`config.mk`:
```
export PLATFORM = sky130hd
export DESIGN_NAME = micro_sequencer
export DESIGN_NICKNAME = d
export VERILOG_FILES = /design/src/rtl/sap_ctrl_pkg.sv /design/src/rtl/micro_sequencer_tstate_ring.sv /design/src/rtl/micro_sequencer.sv
export SDC_FILE = /design/constraint.sdc
export NUM_CORES = 1
export LEC_CHECK = 0
export CAP_MARGIN = 20
export CORE_ASPECT_RATIO = 0.7
export CORE_UTILIZATION = 40
export DETAILED_ROUTE_END_ITERATION = 8
export PLACE_DENSITY = 0.85
export SETUP_SLACK_MARGIN = 0.05
export SYNTH_ARGS = -nofsm -noshare
export SYNTH_HDL_FRONTEND = slang
export SYNTH_SLANG_ARGS = --single-unit
```
`constraint.sdc`:
```
create_clock -name CLK -period 2 [get_ports CLK]
set_input_delay 0.2 -clock CLK [delete_from_list [all_inputs] [get_ports CLK]]
set_output_delay 0.2 -clock CLK [all_outputs]
set_load 0.05 [all_outputs]
```
`src/rtl/sap_ctrl_pkg.sv`:
```
// Shared opcode encodings and control-word bit map for the SAP-1 style micro sequencer.
package sap_ctrl_pkg;

    typedef enum logic [3:0] {
        LDA = 4'h0,
        ADD = 4'h1,
        SUB = 4'h2,
        JMP = 4'h3,
        JZ  = 4'h4,
        JN  = 4'h5,
        OUT = 4'hE,
        HLT = 4'hF
    } opcode_e;

    localparam int unsigned CP = 0;
    localparam int unsigned EP = 1;
    localparam int unsigned LM = 2;
    localparam int unsigned CE = 3;
    localparam int unsigned LI = 4;
    localparam int unsigned EI = 5;
    localparam int unsigned LA = 6;
    localparam int unsigned EA = 7;
    localparam int unsigned SU = 8;
    localparam int unsigned EU = 9;
    localparam int unsigned LB = 10;
    localparam int unsigned LO = 11;
    localparam int unsigned LP = 12;

    localparam int unsigned CW_W = 13;
    typedef logic [CW_W-1:0] cw_t;

    // Pass the same index twice for a single-bit word.
    function automatic cw_t cw_bits(input int unsigned a, input int unsigned b);
        cw_t w;
        w    = '0;
        w[a] = 1'b1;
        w[b] = 1'b1;
        return w;
    endfunction

endpackage

```
`src/rtl/micro_sequencer_tstate_ring.sv`:
```
// One-hot T-state ring; restart or a corrupted encoding reloads T1 on the next advance.
module tstate_ring #(
    parameter int unsigned MAX_T = 6
) (
    input  logic             CLK,
    input  logic             CLR,
    input  logic             en_i,
    input  logic             restart_i,
    output logic [MAX_T-1:0] t_o,
    output logic             legal_o
);

    logic [MAX_T-1:0] t_q, t_d;
    logic             legal;

    always_comb begin
        legal = (t_q != '0) && ((t_q & (t_q - MAX_T'(1))) == '0);
        t_d   = t_q;
        if (en_i) begin
            if (restart_i || !legal) begin
                t_d = MAX_T'(1);
            end else begin
                t_d = {t_q[MAX_T-2:0], t_q[MAX_T-1]};
            end
        end
    end

    always_ff @(posedge CLK) begin
        if (CLR) begin
            t_q <= MAX_T'(1);
        end else begin
            t_q <= t_d;
        end
    end

    assign t_o     = t_q;
    assign legal_o = legal;

endmodule

```
`src/rtl/micro_sequencer.sv`:
```
// Clock-enabled variable-length controller/sequencer with conditional jumps, sticky halt
// and a retired-instruction counter.
module micro_sequencer
    import sap_ctrl_pkg::*;
#(
    parameter int unsigned MAX_T = 6,
    parameter int unsigned OP_W  = 4,
    parameter int unsigned CNT_W = 16
) (
    input  logic             CLK,
    input  logic             CLR,
    input  logic             run,
    input  logic             step,
    input  logic [OP_W-1:0]  opcode,
    input  logic             flag_z,
    input  logic             flag_n,
    output logic [CW_W-1:0]  ctrl_word,
    output logic             cw_valid,
    output logic [MAX_T-1:0] t_state,
    output logic             halted,
    output logic [CNT_W-1:0] retired
);

    if (MAX_T < 6) begin : g_bad_max_t
        $error("micro_sequencer: MAX_T must be >= 6");
    end

    logic             halted_q;
    logic [CNT_W-1:0] retired_q;
    logic [MAX_T-1:0] t_q;
    logic             legal;
    logic             adv;
    logic             fin;
    logic             hlt;
    logic             retire;
    cw_t              cw;

    assign adv = (run | step) & ~halted_q & ~CLR;

    always_comb begin
        cw  = '0;
        fin = 1'b0;
        hlt = 1'b0;
        if (legal) begin
            if (t_q[0]) begin
                cw = cw_bits(EP, LM);
            end else if (t_q[1]) begin
                cw = cw_bits(CP, CP);
            end else if (t_q[2]) begin
                cw = cw_bits(CE, LI);
            end else if (t_q[3]) begin
                fin = 1'b1;
                case (opcode)
                    OP_W'(LDA), OP_W'(ADD), OP_W'(SUB): begin
                        cw  = cw_bits(EI, LM);
                        fin = 1'b0;
                    end
                    OP_W'(JMP): cw = cw_bits(EI, LP);
                    OP_W'(JZ):  cw = flag_z ? cw_bits(EI, LP) : '0;
                    OP_W'(JN):  cw = flag_n ? cw_bits(EI, LP) : '0;
                    OP_W'(OUT): cw = cw_bits(EA, LO);
                    OP_W'(HLT): begin
                        hlt = 1'b1;
                        fin = 1'b0;
                    end
                    default: ;
                endcase
            end else if (t_q[4]) begin
                case (opcode)
                    OP_W'(LDA): begin
                        cw  = cw_bits(CE, LA);
                        fin = 1'b1;
                    end
                    OP_W'(ADD), OP_W'(SUB): cw = cw_bits(CE, LB);
                    default: ;
                endcase
            end else if (t_q[5]) begin
                case (opcode)
                    OP_W'(ADD): begin
                        cw  = cw_bits(EU, LA);
                        fin = 1'b1;
                    end
                    OP_W'(SUB): begin
                        cw     = cw_bits(EU, LA);
                        cw[SU] = 1'b1;
                        fin    = 1'b1;
                    end
                    default: ;
                endcase
            end
        end
    end

    // The top state always restarts, so an opcode that never ends still retires there.
    assign retire = adv & legal & (fin | t_q[MAX_T-1]);

    tstate_ring #(.MAX_T(MAX_T)) u_ring (
        .CLK       (CLK),
        .CLR       (CLR),
        .en_i      (adv & ~hlt),
        .restart_i (fin | t_q[MAX_T-1]),
        .t_o       (t_q),
        .legal_o   (legal)
    );

    always_ff @(posedge CLK) begin
        if (CLR) begin
            halted_q  <= 1'b0;
            retired_q <= '0;
        end else begin
            if (adv && hlt) begin
                halted_q <= 1'b1;
            end
            if (retire) begin
                retired_q <= retired_q + CNT_W'(1);
            end
        end
    end

    assign ctrl_word = adv ? cw : '0;
    assign cw_valid  = adv;
    assign t_state   = t_q;
    assign halted    = halted_q;
    assign retired   = retired_q;

endmodule
```
# ---- Yosys cells after proc, flatten, opt, wreduce, memory -nomap -nowiden
# Index checks and enable logic that the tools add are counted.
dict set report totals {
  reg_bits 23
  latch_bits 0
  mem_bits_rw 0
  rom_bits 0
  in_bits 10
  output_inout_bits 37
  wordCells 63
  mem_count 0
}
dict set report op_classes {
  addsub 2
  mul 0
  div_mod_pow 0
  n_lt_le_gt_ge 0
  n_eq_ne 7
  n_shift 0
  n_mux 30
  n_bitwise 11
  reduce_logical 10
}
# op count
set op_table {}
lappend op_table {{two-way mux 13 bit} 9}
lappend op_table {{one-hot mux 13 bit (5 select lines)} 1}
lappend op_table {{one-hot mux 11 bit (2 select lines)} 1}
lappend op_table {{one-hot mux 10 bit (2 select lines)} 1}
lappend op_table {{adder 16 x 1 -> 16 bit, second input constant} 1}
lappend op_table {{two-way mux 1 bit} 16}
lappend op_table {{two-way mux 10 bit} 1}
lappend op_table {{equality test 4 x 2 -> 1 bit, second input constant} 2}
lappend op_table {{equality test 4 x 3 -> 1 bit, second input constant} 2}
lappend op_table {{equality test 4 bit, second input constant} 2}
lappend op_table {{AND 6 bit} 1}
lappend op_table {{logical NOT 6 bit} 1}
lappend op_table {{two-way mux 6 bit} 1}
lappend op_table {{nonzero test 6 bit} 1}
lappend op_table {{subtractor 6 x 1 -> 6 bit, second input constant} 1}
lappend op_table {{AND 1 bit} 5}
lappend op_table {{equality test 4 x 1 -> 1 bit, second input constant} 1}
lappend op_table {{logical NOT 4 bit} 1}
lappend op_table {{OR reduction 4 bit} 1}
lappend op_table {{NOT 1 bit} 3}
lappend op_table {{OR reduction 3 bit} 1}
lappend op_table {{logical AND 1 bit} 2}
lappend op_table {{OR 1 bit} 2}
lappend op_table {{OR reduction 2 bit} 1}
lappend op_table {{2 further kinds} 2}

# ---- Longest topological paths before layout
dict set report logic_depth {
  depth_word 13
  mapped_depth 8
  mapped_depth_nobuf 6
}

# ---- Cells and area by module
# Synthesis repeated with hierarchy kept, for this count alone.
dict set report hier_totals {
  cells_unflattened 196
  area_unflattened_um2 1530.2
}
# module instances cells_per_inst area_per_inst_um2 seq_area_each_um2
set by_module_without_submodules {}
lappend by_module_without_submodules {micro_sequencer 1 152 1157.4 340.3}
lappend by_module_without_submodules {tstate_ring 1 44 372.9 120.1}

# ---- Least setup slack after synthesis
# No wires, ideal clock.
dict set report synth_path {
  path_type {register -> output}
  startpoint {register u_ring.t_q[2] (netlist: u_ring.t_o[2])}
  endpoint {output port ctrl_word[11]}
  arrival_time_ps 3726
  t_required_ps 1800
  setup_slack_ps -1926
  stages_incl_launch_ff 9
  path_buffers 3
  cell_sequence {dfxtp_1 buf_2 nor2_1 o2111ai_1 a21oi_1 clkbuf_1 nor2_1 nor4_1 buf_4}
}
dict set report synth_between {
  elab_chain_len 6
  elab_cells_between_ends 10
  cone_classes {add/sub (1); mux (5); bitwise (1); reduce/logical (3)}
}
# item line_no
set synth_rtl {}
lappend synth_rtl {{start, declared} micro_sequencer_tstate_ring.sv:13} ;# logic [MAX_T-1:0] t_q, t_d;
lappend synth_rtl {{start signal, assigned} micro_sequencer_tstate_ring.sv:32} ;# t_q <= t_d;
lappend synth_rtl {{subtractor 6 x 1 -> 6 bit} micro_sequencer_tstate_ring.sv:17} ;# legal = (t_q != '0) && ((t_q & (t_q - MAX_T'(1))) == '0);
lappend synth_rtl {{AND 6 bit} micro_sequencer_tstate_ring.sv:17}
lappend synth_rtl {{logical NOT 6 bit} micro_sequencer_tstate_ring.sv:17}
lappend synth_rtl {{logical AND 1 bit} micro_sequencer_tstate_ring.sv:17}
lappend synth_rtl {{two-way mux 13 bit *} micro_sequencer.sv:44} ;# if (legal) begin
lappend synth_rtl {{two-way mux 13 bit *} micro_sequencer.sv:120} ;# assign ctrl_word = adv ? cw : '0;
lappend synth_rtl {{end, declared} micro_sequencer.sv:17} ;# output logic [CW_W-1:0] ctrl_word,
# Every way passes the cells marked *; elsewhere a longest branch is shown, timed or not.

# ---- Final worst setup path
dict set report layout_path {
  startpoint {register u_ring.t_q[2] (netlist: u_ring.t_o[2])}
  endpoint {register retired_q[3] (netlist: retired[3])}
}
dict set report layout_between {
  elab_chain_len 7
  elab_cells_between_ends 12
  cone_classes {add/sub (1); mux (4); bitwise (4); reduce/logical (3)}
}
# item line_no
set layout_rtl {}
lappend layout_rtl {{subtractor 6 x 1 -> 6 bit} micro_sequencer_tstate_ring.sv:17}
lappend layout_rtl {{AND 6 bit} micro_sequencer_tstate_ring.sv:17}
lappend layout_rtl {{logical NOT 6 bit} micro_sequencer_tstate_ring.sv:17}
lappend layout_rtl {{logical AND 1 bit} micro_sequencer_tstate_ring.sv:17}
lappend layout_rtl {{two-way mux 1 bit} micro_sequencer.sv:44}
lappend layout_rtl {{OR 1 bit} micro_sequencer.sv:95} ;# assign retire = adv & legal & (fin | t_q[MAX_T-1]);
lappend layout_rtl {{AND 1 bit *} micro_sequencer.sv:95}
lappend layout_rtl {{end signal, assigned} micro_sequencer.sv:115} ;# retired_q <= retired_q + CNT_W'(1);
lappend layout_rtl {{end, declared} micro_sequencer.sv:29} ;# logic [CNT_W-1:0] retired_q;
# Marks and branches as above.
# A chain may end at the register's enable or synchronous reset.

==> results.json <==
{
  "status": "finished, violations left",
  "failed_checks": "negative setup slack",
  "dieArea_sq_um": 3640,
  "startpoint_type": "flop",
  "port_buffers": 46,
  "drv_slew": 0,
  "drcViolationCount": 0,
  "fin_util": 0.874,
  "track_usage": 0.298,
  "rows": 17,
  "ys_ff_latch": 23,
  "crit_type": "reg2reg",
  "synth_top_area_share": 0.338,
  "grt_pass1_wl_microns": 8260,
  "irDropWorstVdd_v": 0.000707,
  "setup_ws_ps": -227,
  "p_leak_nw": 1.01,
  "cts_buffer_depth": 2,
  "gr-usage-met3": 0.0651,
  "synthCells": 177,
  "finalNetCount": 269,
  "pin_count": 47,
  "yosysWarnings": 0,
  "overflow": 0,
  "finClkSkew_ps": 1.56,
  "wirelength_microns": 6690,
  "vias_per_cell": 6.41,
  "use_met1": 0.400,
  "fin_crit_sh": 1.11,
  "cp.required_ps": 2190,
  "cp.arrival_ps": 2420,
  "gp_congestion": 0.857,
  "rsz0062_at_grt": "true",
  "synthTopCellsByArea": "dfxtp_1 (34%), nor2_1 (7.7%), xor2_1 (5.8%)",
  "syn_area_per_cell_sq_um": 7.69,
  "die_y_microns": 50.8,
  "power.density_nw_per_um2": 396,
  "synth_cell_type_count": 41,
  "layout-drive-gt1-share": 0.432,
  "use_met2": 0.489,
  "tightest_slew_ps": 537,
  "synthFlopType": "dfxtp_1",
  "cts_tree": "yes",
  "synth-edff-count": 0,
  "post-place-ws_ps": -302,
  "area_delta_synth_final_pct": 105,
  "hold_path_class": "reg2reg",
  "antennaDiodeCount": 0,
  "holdWs_ps": 519,
  "die_w_microns": 71.7,
  "syn_nets": 188,
  "first_pass_iters": 5,
  "setup_viol": 29,
  "layout_min_cycle_time_ps": 2230,
  "cts_buffers": 3,
  "cts_root_buf": "clkbuf_8",
  "vias": 1891,
  "clock_sinks": 23,
  "maxCapViolations": 0,
  "grt_max_degree": 22,
  "wl_per_cell_microns": 22.7,
  "synth_seq_area_share": 0.338,
  "place_hpwl_microns": 3350,
  "antenna_found_initial": 0,
  "cts_htree_levels": 1,
  "fin_tns_setup_ps": -2940,
  "max_freq_mhz": 449,
  "hold_viol_final": 0,
  "total_power_mw": 1.10,
  "drtIter0Drc": 147,
  "synth_largest_area_cell": "dfxtp_1",
  "path_clk_slew_ps": 80,
  "grt_pass1_vias": 1644,
  "ant_nets": 0,
  "netlist_area_sq_um": 1360,
  "slew_headroom": 0.641,
  "crit_fanout": 8,
  "crit_path_end_kind": "flop",
  "initial_core_util": 0.427,
  "coreArea_sq_um": 3190,
  "clk_latency_ps": 270,
  "grt.busiest_layer": "met2",
  "synth-async-reset-ratio": 0
}
-- report_power, final --
part / internal, mW / switching, mW
logic: 0.138 / 0.203
registers: 0.460 / 0.00476
clock network: 0.143 / 0.156
total: 0.741 / 0.364
-- critical path, stage by stage, from the launching register on --
cell	delay, ps
dfxtp_4	360
buf_8	120
xor2_1	190
o211ai_1	180
a21oi_4	240
buf_6	140
buf_6	90
o21ai_4	90
or4b_1	520
a21oi_1	190
-- path summary, 6_finish.rpt --
kind | slack (ps) | start | depth (start not counted) | endpoint
worst min register to register | 520 | retired[15] | 2 | retired[15]
worst min-delay path | 520 | retired[15] | 2 | retired[15]
worst max-delay path | -230 | u_ring.t_o[2] | 9 | retired[3]
worst max register to register | -230 | u_ring.t_o[2] | 9 | retired[3]
-- synthesized netlist by cell type, types with 4 or more instances --
library cell,instances
nor4_1,4
o21ai_0,9
clkbuf_1,8
nand2_1,6
inv_1,11
o211ai_1,4
a21oi_1,14
dfxtp_1,23
nand3_1,7
xor2_1,9
nor2_1,28
and3_1,5
o2111ai_1,7
-- through the flow --
stage / instances / cell area (sq um)
after floorplan: 177 / 1550
after global placement: 273 / 2280
after detailed placement: 273 / 2280
after CTS: 288 / 2510
after global routing: 295 / 2790
final: 295 / 2790
-- cell usage in the layout, fill, tap and decap left out, types with 4 or more instances in the layout --
cell	instances
nand2_1	6
clkdlybuf4s50_1	26
nor2_2	5
dfxtp_4	4
o21ai_1	4
and3_1	5
a21oi_4	4
nand3_1	6
dlygate4sd2_1	4
o2111ai_4	5
o211ai_1	4
buf_6	10
nor2_4	5
xor2_1	9
buf_4	26
dfxtp_1	16
a21oi_1	7
nor2_1	18
inv_1	11
o21ai_0	4
buf_12	17
-- cell families (layout without fill, tap and decap cells) --
| group | after synthesis | in the layout | synth area share |
|---|---|---|---|
| AOI/OAI and AO/OA | 45 | 45 | 0.216 |
| xor gates and xnor gates | 10 | 10 | 0.0643 |
| adders and majority gates | 1 | 1 | 0.00919 |
| buffers and inverters | 23 | 103 | 0.0735 |
| DFF | 23 | 23 | 0.338 |
| muxes | 1 | 1 | 0.00735 |
| and+or+nand+nor | 74 | 74 | 0.291 |
-- sequential cells by signal, summed over array words and instances (netlist names) --
| name | flops |
|---|---|
| halted | 1 |
| retired | 16 |
| u_ring.t_o | 6 |
-- layout make-up --
type                            instances  area [sq um]
Clock buffer                            4          45.0
Inverter                               11          41.3
Timing Repair Buffer                   88          1010
Multi-Input combinational cell        131          1160
Fill cell                             143           402
Tap cell                               38          47.5
Sequential cell                        23           479
-- timing repair --
action | 4_1_cts | 5_1_grt
gates resized for setup | 25 | 42
setup endpoints to repair | 25 | 33
hold buffers | 0 | 0
pin swaps | 22 | 19
buffers inserted | 11 | 7
-- layer usage --
| metal | share of wire | wire length [microns] |
|---|---|---|
| met2 | 0.46 | 3060 |
| met5 | 0 | 0 |
| met3 | 0.094 | 630 |
| met1 | 0.39 | 2620 |
| met4 | 0.057 | 379 |
Note: power is estimated with default switching activity, not from simulation.
